--- config.mk ---
export PLATFORM = sky130hd
export DESIGN_NAME = noise_window_sequencer
export DESIGN_NICKNAME = d
export VERILOG_FILES = /design/src/rtl/noise_window_sequencer_pkg.sv /design/src/rtl/noise_window_sequencer_sync_edge_detect.sv /design/src/rtl/noise_window_sequencer.sv
export SDC_FILE = /design/constraint.sdc
export NUM_CORES = 1
export LEC_CHECK = 0
export ABC_AREA = 1
export ABC_CLOCK_PERIOD_IN_PS = 4400
export CAP_MARGIN = 25
export CORE_ASPECT_RATIO = 1.5
export CORE_MARGIN = 4
export CORE_UTILIZATION = 50
export DETAILED_ROUTE_END_ITERATION = 7
export GPL_TIMING_DRIVEN = 0
export HOLD_SLACK_MARGIN = 0.1
export PLACE_DENSITY = 0.7
export SYNTH_ARGS = -nofsm -noshare
export SYNTH_HDL_FRONTEND = slang
export SYNTH_SLANG_ARGS = --single-unit
--- constraint.sdc ---
create_clock -name ClkFromADC -period 4.4 [get_ports ClkFromADC]
set_input_delay 0.88 -clock ClkFromADC [delete_from_list [all_inputs] [get_ports ClkFromADC]]
set_output_delay 0.88 -clock ClkFromADC [all_outputs]
set_load 0.1 [all_outputs]
--- src/rtl/noise_window_sequencer_pkg.sv ---
// Shared widths, state encoding and window-length helper for the noise window sequencer.
package noise_window_sequencer_pkg;

    localparam int DATA_W       = 14;
    localparam int NOISE_W      = 16;
    localparam int ACC_W        = 25;
    localparam int MIN_WIN_LOG2 = 4;
    localparam int PAUSE_W      = 13;
    localparam int WSEL_W       = 3;
    localparam int CNT_W        = 13;

    typedef enum logic [1:0] {
        ST_IDLE  = 2'd0,
        ST_PAUSE = 2'd1,
        ST_ACCUM = 2'd2,
        ST_DONE  = 2'd3
    } state_t;

    // Index of the final sample in a window of 2^(sel+MIN_WIN_LOG2) samples.
    function automatic logic [CNT_W-1:0] win_last(input logic [WSEL_W-1:0] sel);
        logic [CNT_W-1:0] w;
        w = CNT_W'(1) << (int'(sel) + MIN_WIN_LOG2);
        return w - CNT_W'(1);
    endfunction

endpackage

--- src/rtl/noise_window_sequencer_sync_edge_detect.sv ---
// Three-flop synchronizer for the measurement-sync pulse with a one-clock rising-edge event.
module sync_edge_detect (
    input  logic ClkFromADC,
    input  logic Reset,
    input  logic async_i,
    output logic level_o,
    output logic rise_o
);

    logic s1_q, s2_q, s3_q;
    logic v1_q, v2_q;
    logic armed_q;

    // armed_q blocks the edge until s2 has carried a genuine low sample, so a
    // sync already high when Reset releases cannot masquerade as a new edge.
    always_ff @(posedge ClkFromADC) begin
        if (Reset) begin
            s1_q    <= 1'b0;
            s2_q    <= 1'b0;
            s3_q    <= 1'b0;
            v1_q    <= 1'b0;
            v2_q    <= 1'b0;
            armed_q <= 1'b0;
        end else begin
            s1_q    <= async_i;
            s2_q    <= s1_q;
            s3_q    <= s2_q;
            v1_q    <= 1'b1;
            v2_q    <= v1_q;
            armed_q <= armed_q | (v2_q & ~s2_q);
        end
    end

    assign level_o = s2_q;
    assign rise_o  = s2_q & ~s3_q & armed_q;

endmodule

--- src/rtl/noise_window_sequencer.sv ---
// Sync-triggered noise measurement: wait PauseLen clocks, average a 2^n sample window, publish mean x4.
module noise_window_sequencer
    import noise_window_sequencer_pkg::*;
(
    input  logic                      ClkFromADC,
    input  logic                      Reset,
    input  logic                      SynchrM,
    input  logic signed [DATA_W-1:0]  DataADC,
    input  logic [PAUSE_W-1:0]        PauseLen,
    input  logic [WSEL_W-1:0]         WinSel,
    output logic signed [NOISE_W-1:0] Noise,
    output logic                      NoiseValid,
    output logic                      Busy,
    output logic                      Overrun
);

    logic sync_rise;
    logic sync_level_unused;

    sync_edge_detect u_sync (
        .ClkFromADC (ClkFromADC),
        .Reset      (Reset),
        .async_i    (SynchrM),
        .level_o    (sync_level_unused),
        .rise_o     (sync_rise)
    );

    // Mean x4 equals sum / 2^(sel+MIN_WIN_LOG2-2); the result always fits NOISE_W.
    function automatic logic signed [NOISE_W-1:0] scale_mean(
        input logic signed [ACC_W-1:0] acc,
        input logic [WSEL_W-1:0]       sel
    );
        logic signed [ACC_W-1:0] sh;
        sh = acc >>> ({1'b0, sel} + 4'd2);
        return sh[NOISE_W-1:0];
    endfunction

    state_t                    state_q, state_d;
    logic [CNT_W-1:0]          cnt_q, cnt_d;
    logic signed [ACC_W-1:0]   acc_q, acc_d;
    logic signed [NOISE_W-1:0] noise_q, noise_d;
    logic                      ovr_q, ovr_d;
    logic [PAUSE_W-1:0]        pause_q, pause_d;
    logic [WSEL_W-1:0]         wsel_q, wsel_d;

    logic signed [ACC_W-1:0]   sample_ext;
    logic signed [ACC_W-1:0]   acc_sum;

    assign sample_ext = {{(ACC_W-DATA_W){DataADC[DATA_W-1]}}, DataADC};
    assign acc_sum    = acc_q + sample_ext;

    always_ff @(posedge ClkFromADC) begin
        if (Reset) begin
            state_q <= ST_IDLE;
            cnt_q   <= '0;
            acc_q   <= '0;
            noise_q <= '0;
            ovr_q   <= 1'b0;
            pause_q <= '0;
            wsel_q  <= '0;
        end else begin
            state_q <= state_d;
            cnt_q   <= cnt_d;
            acc_q   <= acc_d;
            noise_q <= noise_d;
            ovr_q   <= ovr_d;
            pause_q <= pause_d;
            wsel_q  <= wsel_d;
        end
    end

    always_comb begin
        state_d = state_q;
        cnt_d   = cnt_q;
        acc_d   = acc_q;
        noise_d = noise_q;
        ovr_d   = ovr_q;
        pause_d = pause_q;
        wsel_d  = wsel_q;
        // A sync edge restarts from any state; DONE still publishes since Noise is already loaded.
        if (sync_rise) begin
            pause_d = PauseLen;
            wsel_d  = WinSel;
            cnt_d   = '0;
            acc_d   = '0;
            state_d = (PauseLen != '0) ? ST_PAUSE : ST_ACCUM;
            if (state_q == ST_PAUSE || state_q == ST_ACCUM) begin
                ovr_d = 1'b1;
            end
        end else begin
            case (state_q)
                ST_IDLE: begin
                    state_d = ST_IDLE;
                end
                ST_PAUSE: begin
                    if (cnt_q == pause_q - PAUSE_W'(1)) begin
                        cnt_d   = '0;
                        state_d = ST_ACCUM;
                    end else begin
                        cnt_d = cnt_q + CNT_W'(1);
                    end
                end
                ST_ACCUM: begin
                    acc_d = acc_sum;
                    if (cnt_q == win_last(wsel_q)) begin
                        cnt_d   = '0;
                        noise_d = scale_mean(acc_sum, wsel_q);
                        state_d = ST_DONE;
                    end else begin
                        cnt_d = cnt_q + CNT_W'(1);
                    end
                end
                ST_DONE: begin
                    state_d = ST_IDLE;
                end
                default: begin
                    state_d = ST_IDLE;
                end
            endcase
        end
    end

    assign Noise      = noise_q;
    assign NoiseValid = (state_q == ST_DONE);
    assign Busy       = (state_q == ST_PAUSE) || (state_q == ST_ACCUM);
    assign Overrun    = ovr_q;

endmodule

Word level (Yosys, flattened, before mapping)
Cells that the tools add are included.
{"block": "totals", "regBits": 79, "latch_bits": 0, "mem_bits_rw": 0, "mem_bits_ro": 0, "input_bits": 33, "output_inout_bits": 19, "wordCells": 53, "mem_count": 0}
{"block": "op_classes", "n_addsub": 6, "n_mul": 0, "div": 0, "magnitude_cmp": 0, "eq_ne": 7, "shift": 2, "muxes": 9, "bitwise_logic": 7, "reduce_logical": 9}
{"cell": "13-bit == test", "n": 2}
{"cell": "13-bit two-way mux", "n": 2}
{"cell": "13-bit one-hot mux with 2 select lines", "n": 1}
{"cell": "13-bit by 1-bit subtractor with 13-bit output (second input constant)", "n": 2}
{"cell": "25-bit by 14-bit adder with 25-bit output", "n": 1}
{"cell": "25-bit by 4-bit >>> shifter with 16-bit output", "n": 1}
{"cell": "13-bit by 1-bit adder with 13-bit output (second input constant)", "n": 1}
{"cell": "13-bit nonzero test", "n": 1}
{"cell": "1-bit by 4-bit left shift with 13-bit output (first input constant)", "n": 1}
{"cell": "2-bit two-way mux", "n": 4}
{"cell": "3-bit by 2-bit inequality test with 1-bit output (second input constant)", "n": 2}
{"cell": "2-bit one-hot mux with 3 select lines", "n": 1}
{"cell": "3-bit by 2-bit adder with 4-bit output (second input constant)", "n": 1}
{"cell": "3-bit by 3-bit adder with 4-bit output (second input constant)", "n": 1}
{"cell": "2-bit == test (second input constant)", "n": 2}
{"cell": "2-bit AND reduction", "n": 2}
{"cell": "2-bit OR reduction", "n": 2}
{"cell": "1-bit bitwise AND", "n": 3}
{"cell": "1-bit inverter", "n": 3}
{"cell": "3-bit AND reduction", "n": 1}
{"cell": "2-bit by 1-bit == test with 1-bit output (second input constant)", "n": 1}
{"cell": "2-bit zero test", "n": 1}
{"cell": "2-bit nonzero test", "n": 1}
{"cell": "1-bit logical OR", "n": 1}
{"cell": "other kinds (2)", "n": 2}

Logic depth before layout (Yosys ltp)
Gate-level depths: netlist of run 1.
{"block": "depth", "word_depth": 7, "mapped_depth": 19, "ltp_nobuf": 19}

Cells and area by module
A second synthesis of run 1 with hierarchy kept.
{"block": "unflattened", "hier_cells": 1120, "area_unflattened_um2": 6691.4}
{"module": "noise_window_sequencer", "n_inst": 1, "cells_each": 1101, "area_each_um2": 6508.7, "seq_area_each_um2": 1461.4}
{"module": "sync_edge_detect", "n_inst": 1, "cells_each": 19, "area_each_um2": 182.7, "seq_area_each_um2": 120.1}

Worst setup path before layout of run 1
No wires, ideal clock.
{"block": "synth_timing", "kind": "in2reg", "from": "in DataADC[0]", "to": "reg noise_q[5], in the netlist Noise[5]", "setup_ns": 0.130, "arrival_time_ns": 2.627, "required_time_ns": 4.270, "slack_ns": 1.643, "path_stages": 17, "path_buffers": 0, "path_cell_list": "ha_1 fa_1 nand2_1 nand2_1 nand3_1 nand2_1 or2_2 nand2_1 nand2_1 nand2_1 nand2_1 nand3_1 nand2_1 inv_1 a21oi_1 nand2_1 a21oi_1"}
{"block": "synth_between", "elab_chain_cells": 2}
{"element": "from (decl)", "line_no": "noise_window_sequencer.sv:8", "text": "input logic signed [DATA_W-1:0] DataADC,"}
{"element": "25-bit by 14-bit adder with 25-bit output", "line_no": "noise_window_sequencer.sv:50", "text": "assign acc_sum = acc_q + sample_ext;"}
{"element": "25-bit by 4-bit >>> shifter with 16-bit output", "line_no": "noise_window_sequencer.sv:34", "text": "sh = acc >>> ({1'b0, sel} + 4'd2);"}
{"element": "to (signal assigned)", "line_no": "noise_window_sequencer.sv:65", "text": "noise_q <= noise_d;"}
{"element": "to (decl)", "line_no": "noise_window_sequencer.sv:41", "text": "logic signed [NOISE_W-1:0] noise_q, noise_d;"}
Every way passes these cells.
A chain may end at the register's enable or synchronous reset.

Final worst setup path of run 1
{"block": "layout_timing", "from": "reg state_q[0]", "to": "out Busy"}
{"block": "layout_between", "elab_chain_cells": 2, "elab_cells_between_ends": 3, "classes_between": "2 x eq/ne; 1 x reduce/logical"}
{"element": "from (decl)", "line_no": "noise_window_sequencer.sv:38", "text": "state_t state_q, state_d;"}
{"element": "from (signal assigned)", "line_no": "noise_window_sequencer.sv:62", "text": "state_q <= state_d;"}
{"element": "2-bit by 1-bit == test with 1-bit output or 2-bit == test (tied branches)", "line_no": "noise_window_sequencer.sv:125", "text": "assign Busy = (state_q == ST_PAUSE) || (state_q == ST_ACCUM);"}
{"element": "1-bit logical OR *", "line_no": "noise_window_sequencer.sv:125"}
{"element": "to (decl)", "line_no": "noise_window_sequencer.sv:13", "text": "output logic Busy,"}
Every way passes the cells marked *; elsewhere a longest branch is shown, timed or not.

==> flow_summary.ini, run 1 <==
[status]
run_status = finished, final reports clean

[sta]
maxSlewViolCount = 0
clock_skew_ns = 0.008617
setup_tns_ns = 0
maxSlewHeadroom = 0.3007
rsz0062_at_grt = false
worstMarginPinSlew_ns = 1.046
max_freq_mhz = 285.5
final-setup-viol-count = 0
min_period_ns = 3.503
holdWs_ns = 0.4050
post-route-period-util = 0.7961
hold_violations = 0

[synthesis]
synth_area_sq_um = 6553
synth_nets = 1189
yosys_register_bits = 79
synth_edf_count = 0
synth_cell_types = 40
synth_flop_cell = dfxtp_1
syn_inst = 1124
synth_warnings = 0
avgSynthCellArea_sq_um = 5.830
async_flop_share = 0
yosysSeqAreaShare = 0.2414

[power_and_ir_drop]
swShare = 0.4888
pwr-share-comb = 0.561
p_leak_nw = 3.856
clockPowerShare = 0.210
powerDensity_nw_per_um2 = 529.4
vdd_drop_max_mv = 0.6239
power_switching_mw = 1.962
p_int_mw = 2.052
finalPower_mw = 4.014
power.share.sequential = 0.228

[finish]
final_cells = 1349
num-fill-cells = 1369
layout.nets = 1250
antenna_cells = 0
regArea_sq_um = 1582
drive_above_1_share = 0.03866
area_growth_pct = 15.72
fin_util = 0.5882
multiInputGateArea_sq_um = 4248

[clock_tree]
clk_transition_reported_paths_ns = 0.06
cts_num_sinks = 79
clk_latency_ns = 0.35
cts_buffers = 9
clk_path_buf_depth = 2
htree_levels = 3
clock_tree.root_cell = clkbuf_16
cts_tree = done
cts-resized-gates = 0
ctsHoldBuffers = 0
cts_post_setup_buffers_inserted = 0

[placed_design]
globalplace.congestion = 0.9590
placed_cells = 1333
io_buffer_count = 50
dp_hpwl_um = 17070

[run]
maxCapViolCount = 0

[floorplan]
die_height_um = 148.2
die_w_um = 101.5
placementRows = 51
core-area_sq_um = 12890
initial_utilization = 0.5083
ioPinCount = 52
fp.dieArea_sq_um = 15040

[global_route]
grt_max_degree = 16
overflow = 0
grt_usage = 0.2824
antenna_found_initial = 0
grt_pass1_wl_um = 33180
grt_pass1_vias = 7029

[route]
totalWireLength_um = 20760
wl_per_cell_um = 15.39
initialDrtViolationCount = 424
num_vias = 7186
ant_nets = 0
via_per_inst = 5.327
drt-pass1-iter-count = 5
drc_errors = 0

[worst_setup_path]
cp.arrival_ns = 2.62
crit_slowest_cell = clkdlybuf4s50_1
max_stage_delay_ns = 1.18
cp_common_cell = inv_1
cp.buffers_inverters = 3
critical-path-top-delay-family = buffers and inverters
start_kind = flip-flop
crit_required_ns = 3.52
path_class = reg2out
crit_path_end_kind = primary output
path_max_fanout = 6
crit_chain = inv_1, ha_1, inv_1, clkdlybuf4s50_1

[worst_hold_path]
hold_class = reg2reg
==> through the flow <==
stage,area (sq um),worst slack (ns)
final,7582,0.8972
after global placement,7252,0.5389
after global routing,7582,0.5562
after detailed placement,7252,0.5344
after floorplan,6553,1.643
after CTS,7582,0.8814
==> registers in the layout (all words and copies together) (netlist names) <==
signal,cells
Noise,16
Overrun,1
acc_q,25
cnt_q,13
pause_q,13
state_q,2
u_sync.armed_q,1
u_sync.level_o,1
u_sync.s1_q,1
u_sync.s3_q,1
u_sync.v1_q,1
u_sync.v2_q,1
wsel_q,3
==> worst min-delay path, stage by stage (launching register included) <==
cell and delay [ns]:
dfxtp_1 0.30, inv_1 0.04, nor2_1 0.03
==> kinds of logic after synthesis <==
| kind of cell | Yosys count | synth area share |
|---|---|---|
| compound gates | 122 | 0.1012 |
| xor+xnor | 33 | 0.04411 |
| fa+ha+maj | 32 | 0.06225 |
| buf+inv | 187 | 0.1104 |
| flops | 79 | 0.2414 |
| mux | 1 | 0.001528 |
| simple gates | 670 | 0.4392 |
==> metal layers <==
| layer | wire [um] | up-vias | track usage |
|---|---|---|---|
| li1 | - | 3735 | - |
| met1 | 7815 | 3162 | 0.2865 |
| met2 | 10890 | 199 | 0.5236 |
| met3 | 724 | 90 | 0.04083 |
| met4 | 1336 | 0 | 0.1796 |
| met5 | 0 | - | 0 |
==> final timing paths <==
check                           from                     end  slack (ns)  depth (start not counted)
min              u_sync.v1_q$_DFF_P_  u_sync.v2_q$_SDFF_PP0_        0.41                          2
max          state_q[0]$_SDFFE_PP0P_                    Busy        0.90                          4
max reg2reg    acc_q[0]$_SDFFE_PP0P_   Noise[5]$_SDFFE_PP0P_        1.66                         15
min reg2reg      u_sync.v1_q$_DFF_P_  u_sync.v2_q$_SDFF_PP0_        0.41                          2
==> cell usage after synthesis (17+ instances only) <==
cell	number	area [sq um]
xor2_1	21	183.9
nand3_1	147	735.7
nand4_1	17	106.4
ha_1	31	387.9
dfxtp_1	79	1582
nor2_1	112	420.4
clkbuf_1	23	86.33
nand2_1	359	1348
inv_1	143	536.8
o21ai_0	38	190.2
a21oi_1	61	305.3
==> area by class of cell <==
type	count	share of cell area
clock inverters	7	0.01386
inverters	149	0.07376
multi-input cells	858	0.5602
plain buffers	38	0.02162
repair buffers	50	0.06601
well taps	159	0.02624
flip-flops and latches	79	0.2086
clock buffers	9	0.02970
==> placed cells by master (no fill, tap or decap), types with 9 or more instances in the layout <==
| master | synthesis | final |
|---|---|---|
| nand4_1 | 17 | 17 |
| dfxtp_1 | 79 | 79 |
| xor2_1 | 21 | 21 |
| nand2_1 | 359 | 359 |
| clkbuf_1 | 23 | 23 |
| clkbuf_16 | 0 | 9 |
| clkdlybuf4s50_1 | 0 | 50 |
| inv_1 | 143 | 143 |
| nor2_1 | 112 | 112 |
| o21ai_0 | 38 | 38 |
| o211ai_1 | 12 | 12 |
| ha_1 | 31 | 31 |
| xnor2_1 | 12 | 12 |
| a21oi_1 | 61 | 61 |
| nand3_1 | 147 | 147 |
==> power by group through the flow <==
stage	Sequential (mW)	Combinational, mW	Clock (mW)
after floorplan	0.905	1.67	0
after global placement	0.927	2.20	0
after detailed placement	0.930	2.21	0
after CTS	0.915	2.23	0.854
after global routing	0.930	2.54	0.886
final	0.916	2.25	0.845
No activity file was read; power rests on OpenSTA's default activity.
==> run 2, diff against run 1 <==
--- a/config.mk
+++ b/config.mk
@@ -6,7 +6,7 @@
 export NUM_CORES = 1
 export LEC_CHECK = 0
 export ABC_AREA = 1
-export ABC_CLOCK_PERIOD_IN_PS = 4400
+export ABC_CLOCK_PERIOD_IN_PS = 3300
 export CAP_MARGIN = 25
 export CORE_ASPECT_RATIO = 1.5
 export CORE_MARGIN = 4
==> constraint.sdc (replaced) <==
create_clock -name ClkFromADC -period 3.3 [get_ports ClkFromADC]
set_input_delay 0.66 -clock ClkFromADC [delete_from_list [all_inputs] [get_ports ClkFromADC]]
set_output_delay 0.66 -clock ClkFromADC [all_outputs]
set_load 0.1 [all_outputs]
==> flow_summary.ini, run 2 (synthesis results as in run 1) <==
[global_route]
grt_pass1_vias = 7029
grt_max_degree = 16
grt_usage = 0.2824
grt_busiest_layer = met2
use_met3 = 0.04083
grt_util_met1 = 0.2865
grt_pass1_wl_um = 33180
grt_use_met2 = 0.5236
antenna_found_initial = 0
overflow = 0

[floorplan]
die_w_um = 101.5
placementRows = 51
initial_utilization = 0.5083
ioPinCount = 52
core-area_sq_um = 12890
fp.dieArea_sq_um = 15040
die_height_um = 148.2

[finish]
area_growth_pct = 15.79
regMostFlops = acc_q
fin_util = 0.5886
largest_reg_flops = 25
final_common_cell = nand2_1
layout_common_cells = 359 x nand2_1, 147 x nand3_1, 143 x inv_1, 112 x nor2_1, 79 x dfxtp_1
drive_above_1_share = 0.03866
antenna_cells = 0
layout.nets = 1250

[worst_setup_path]
cp.arrival_ns = 3.43
path_class = in2reg
crit_path_end_kind = flip-flop
start_kind = input port
path_max_fanout = 4
r2r_start = acc_q[0]$_SDFFE_PP0P_
cp-startpoint = DataADC[0]
crit_required_ns = 3.58

[sta]
worstMarginPinSlew_ns = 1.046
hold_violations = 0
clock_skew_ns = 0.008660
post-route-period-util = 0.9558
holdWs_ns = 0.4050
final-setup-viol-count = 0
maxSlewViolCount = 0
max_freq_mhz = 317.1
maxSlewHeadroom = 0.3006
fin_ws_ns = 0.1460
setup_tns_ns = 0
min_period_ns = 3.154
rsz0062_at_grt = false

[placed_design]
place_ws_ns = -0.3456
globalplace.congestion = 0.9590
io_buffer_count = 50
dp_hpwl_um = 17070

[worst_hold_path]
hold_class = reg2reg
hp-start = u_sync.v1_q$_DFF_P_

[clock_tree]
cts_post_setup_buffers_inserted = 0
htree_levels = 3
clk_latency_ns = 0.35
clk_path_buf_depth = 2
cts_tree = done
clock_tree.root_cell = clkbuf_16
cts_buffers = 9
clk_transition_reported_paths_ns = 0.06
cts_num_sinks = 79

[route]
drt-pass1-iter-count = 5
initialDrtViolationCount = 424
via_per_inst = 5.322
wl_per_cell_um = 15.38
drc_errors = 0
num_vias = 7180
ant_nets = 0
totalWireLength_um = 20750

[power_and_ir_drop]
vdd_drop_max_mv = 0.8263
powerDensity_nw_per_um2 = 704.9
finalPower_mw = 5.349
p_leak_nw = 3.882

[status]
run_status = finished, final reports clean

[run]
maxCapViolCount = 0
-- run 2: worst max-delay path, stage by stage --
cell and delay (ns):
clkdlybuf4s50_1 0.40, ha_1 0.25, fa_1 0.44, nand2_1 0.11, nand2_1 0.07, nand3_1 0.10
nand2_1 0.14, xor2_1 0.31, nand2_1 0.12, nand3_1 0.11, nand3_1 0.10, nand2_1 0.07
inv_1 0.05, a21oi_1 0.21, nand2_1 0.13, a21oi_1 0.14
-- run 2: worst paths after layout --
path / to / slack, ns / depth (start not counted)
setup / recovery: Noise[5]$_SDFFE_PP0P_ / 0.15 / 16
hold / removal: u_sync.v2_q$_SDFF_PP0_ / 0.41 / 2
setup reg to reg: Noise[5]$_SDFFE_PP0P_ / 0.57 / 15
hold reg to reg: u_sync.v2_q$_SDFF_PP0_ / 0.41 / 2
-- run 2: cell type report --
type	count	area, sq um
fill	1367	5303
multi-input combinational	858	4248
sequential	79	1582
inverter	149	559.3
timing repair buffer	50	505.5
clock buffer	9	225.2
tap	159	198.9
buffer	38	163.9
clock inverter	7	105.1
-- run 2: per-stage QoR --
stage          cell area [sq um]  std cells
2_1_floorplan               6553       1124
3_3_place_gp                7252       1333
3_5_place_dp                7252       1333
4_1_cts                     7582       1349
5_1_grt                     7587       1349
6_report                    7587       1349
-- run 2: per-layer routing --
layer,routed length [um],up-vias,share of wire
li1,-,3736,-
met1,7766,3149,0.37
met2,10850,203,0.52
met3,778,92,0.037
met4,1348,0,0.065
met5,0,-,0
-- run 2: repair_timing --
action / 4_1_cts / 5_1_grt
hold buffers: 0 / 0
resized for setup: 0 / 2
setup endpoints to repair: 0 / 16
-- run 2: where the power goes --
group	switching, mW	internal [mW]	total, mW
Combinational	2.05	0.953	3.00
Clock	0.453	0.674	1.13
Sequential	0.113	1.11	1.22
==> run 3, diff against run 2 <==
--- a/config.mk
+++ b/config.mk
@@ -7,9 +7,8 @@
 export LEC_CHECK = 0
 export ABC_AREA = 1
 export ABC_CLOCK_PERIOD_IN_PS = 3300
-export CAP_MARGIN = 25
+export CAP_MARGIN = 20
 export CORE_ASPECT_RATIO = 1.5
-export CORE_MARGIN = 4
 export CORE_UTILIZATION = 50
 export DETAILED_ROUTE_END_ITERATION = 7
 export GPL_TIMING_DRIVEN = 0
==> flow_summary.ini, run 3 (synthesis results as in run 1) <==
[status]
run_status = finished, final reports clean

[power_and_ir_drop]
vdd_drop_max_mv = 0.6730
power.share.sequential = 0.231
clockPowerShare = 0.198
powerDensity_nw_per_um2 = 700.6
p_leak_nw = 3.862
pwr-share-comb = 0.570
finalPower_mw = 5.303
swShare = 0.4980
p_int_mw = 2.662
power_switching_mw = 2.641

[worst_setup_path]
worstReg2RegEnd = Noise[5]$_SDFFE_PP0P_
crit_slowest_cell = fa_1
cp.arrival_ns = 3.31
reg2reg_slack_ns = 0.63
path_max_fanout = 4
path_class = in2reg
r2r_cells = 17
crit_chain = clkdlybuf4s50_1, ha_1, fa_1, nand2_1, nand2_1, nand3_1, nand2_1, or2_2, nand2_1, nand2_1, nand2_1, nand2_1, nand3_1, nand2_1, inv_1, a21oi_1, nand2_1, a21oi_1
critical-path-top-delay-family = simple AND/OR/NAND/NOR gates
r2r_start = acc_q[0]$_SDFFE_PP0P_
crit_path_end_kind = flip-flop
cp_common_cell = nand2_1
crit_required_ns = 3.53
start_kind = input port
cp.buffers_inverters = 2
max_stage_delay_ns = 0.47

[clock_tree]
ctsHoldBuffers = 0
cts_tree = done
clk_latency_ns = 0.35
htree_levels = 3
cts_num_sinks = 79
cts_post_setup_buffers_inserted = 0
cts_buffers = 9
clock_tree.root_cell = clkbuf_16
clk_path_buf_depth = 2
clk_transition_reported_paths_ns = 0.07

[route]
totalWireLength_um = 20490
met1Wirelength_um = 7887
met3WireLength_um = 610
initialDrtViolationCount = 388
ant_nets = 0
wl_per_cell_um = 15.22
num_vias = 7197
top_layer = met4
drt-pass1-iter-count = 7
wl_met2_um = 10990
drc_errors = 0
via_per_inst = 5.347

[global_route]
antenna_found_initial = 0
grt_pass1_vias = 6803
grt_usage = 0.3140
grt_max_degree = 16
grt_pass1_wl_um = 32410
overflow = 0

[worst_hold_path]
whs_path_depth = 2
hold_class = reg2reg
hp-start = u_sync.s1_q$_SDFF_PP0_
whs_endpoint = u_sync.level_o$_SDFF_PP0_

[finish]
antenna_cells = 0
largest_reg_flops = 25
regMostFlops = acc_q
num-fill-cells = 1368
layout_common_cells = 358 x nand2_1, 147 x nand3_1, 143 x inv_1, 112 x nor2_1, 79 x dfxtp_1
area_growth_pct = 15.52
multiInputGateArea_sq_um = 4260
final_cells = 1346
layout.nets = 1250
drive_above_1_share = 0.04118
regArea_sq_um = 1582
final_common_cell = nand2_1

[floorplan]
initial_utilization = 0.5185
die_w_um = 95.47
die_height_um = 142.2
fp.dieArea_sq_um = 13580
placementRows = 50
core-area_sq_um = 12640
ioPinCount = 52

[sta]
hold_violations = 0
clock_skew_ns = 0.008271
min_period_ns = 3.086
rsz0062_at_grt = false
maxSlewHeadroom = 0.3228
worstMarginPinSlew_ns = 1.013
post-route-period-util = 0.9350
final-setup-viol-count = 0
maxSlewViolCount = 0
max_freq_mhz = 324.1

[placed_design]
dp_hpwl_um = 16820
io_buffer_count = 50
globalplace.congestion = 0.9523
placed_cells = 1330

[run]
maxCapViolCount = 0
==> run 3: cell count changes in the layout (fill, tap and decap cells not counted) <==
cell        before  now
xor2_1          21   20
xor2_2           0    1
ha_2             0    1
clkinv_4         2    0
nand2_1        359  358
inv_6            1    3
inv_8            1    0
clkinvlp_4       1    3
bufinv_16        2    1
nand2_2          1    2
ha_1            31   30
==> run 3: final cells by class <==
type | instances | area share
Sequential cell | 79 | 0.2089
Timing Repair Buffer | 50 | 0.06678
Multi-Input combinational cell | 858 | 0.5628
Inverter | 149 | 0.07388
Tap cell | 156 | 0.02579
Clock inverter | 7 | 0.01041
Buffer | 38 | 0.02165
Clock buffer | 9 | 0.02975
==> run 3: how the worst max path moves through the flow <==
| stage | to | startpoint | cells after the start |
|---|---|---|---|
| 6_report | Noise[5]$_SDFFE_PP0P_ | DataADC[0] | 18 |
| 5_1_grt | Noise[11]$_SDFFE_PP0P_ | DataADC[8] | 17 |
| 4_1_cts | Busy | state_q[0]$_SDFFE_PP0P_ | 4 |
| 3_5_place_dp | Noise[13]$_SDFFE_PP0P_ | DataADC[13] | 15 |
| 3_3_place_gp | Noise[11]$_SDFFE_PP0P_ | DataADC[13] | 17 |
| 2_1_floorplan | Noise[5]$_SDFFE_PP0P_ | DataADC[0] | 17 |
==> run 3: what timing repair did <==
action,4_1_cts,5_1_grt
setup endpoints to repair,0,13
endpoints found under the hold margin,0,0
gates resized for setup,0,5
==> run 3: tightest hold or removal path, cell delays in order (launching register included) <==
cell,delay [ns]
dfxtp_1,0.30
inv_1,0.04
nor2_1,0.03
==> run 3: through the flow <==
step | util | setup slack (ns) | setup TNS (ns) | hold WS, ns | cell area (sq um)
4_1_cts | 0.5976 | 0.004363 | 0 | 0.4065 | 7552
6_report | 0.5990 | 0.2144 | 0 | 0.4047 | 7570
2_1_floorplan | - | 0.7626 | 0 | 0.3883 | 6553
3_3_place_gp | 0.5736 | -0.3474 | -3.916 | 0.3895 | 7248
5_1_grt | 0.5990 | 0.02339 | 0 | 0.4190 | 7570
3_5_place_dp | 0.5736 | -0.3352 | -3.836 | 0.3944 | 7248
==> run 3: per-layer routing <==
metal,vias up,global-route usage
li1,3739,-
met1,3219,0.3169
met2,173,0.6030
met3,66,0.03526
met4,0,0.1752
met5,-,0
==> run 3: power groups by stage <==
stage	Combinational (mW)	Clock [mW]	Sequential (mW)
4_1_cts	2.98	1.06	1.23
6_report	3.02	1.05	1.23
3_3_place_gp	2.94	0	1.24
2_1_floorplan	2.23	0	1.21
5_1_grt	3.42	1.09	1.24
3_5_place_dp	2.96	0	1.25
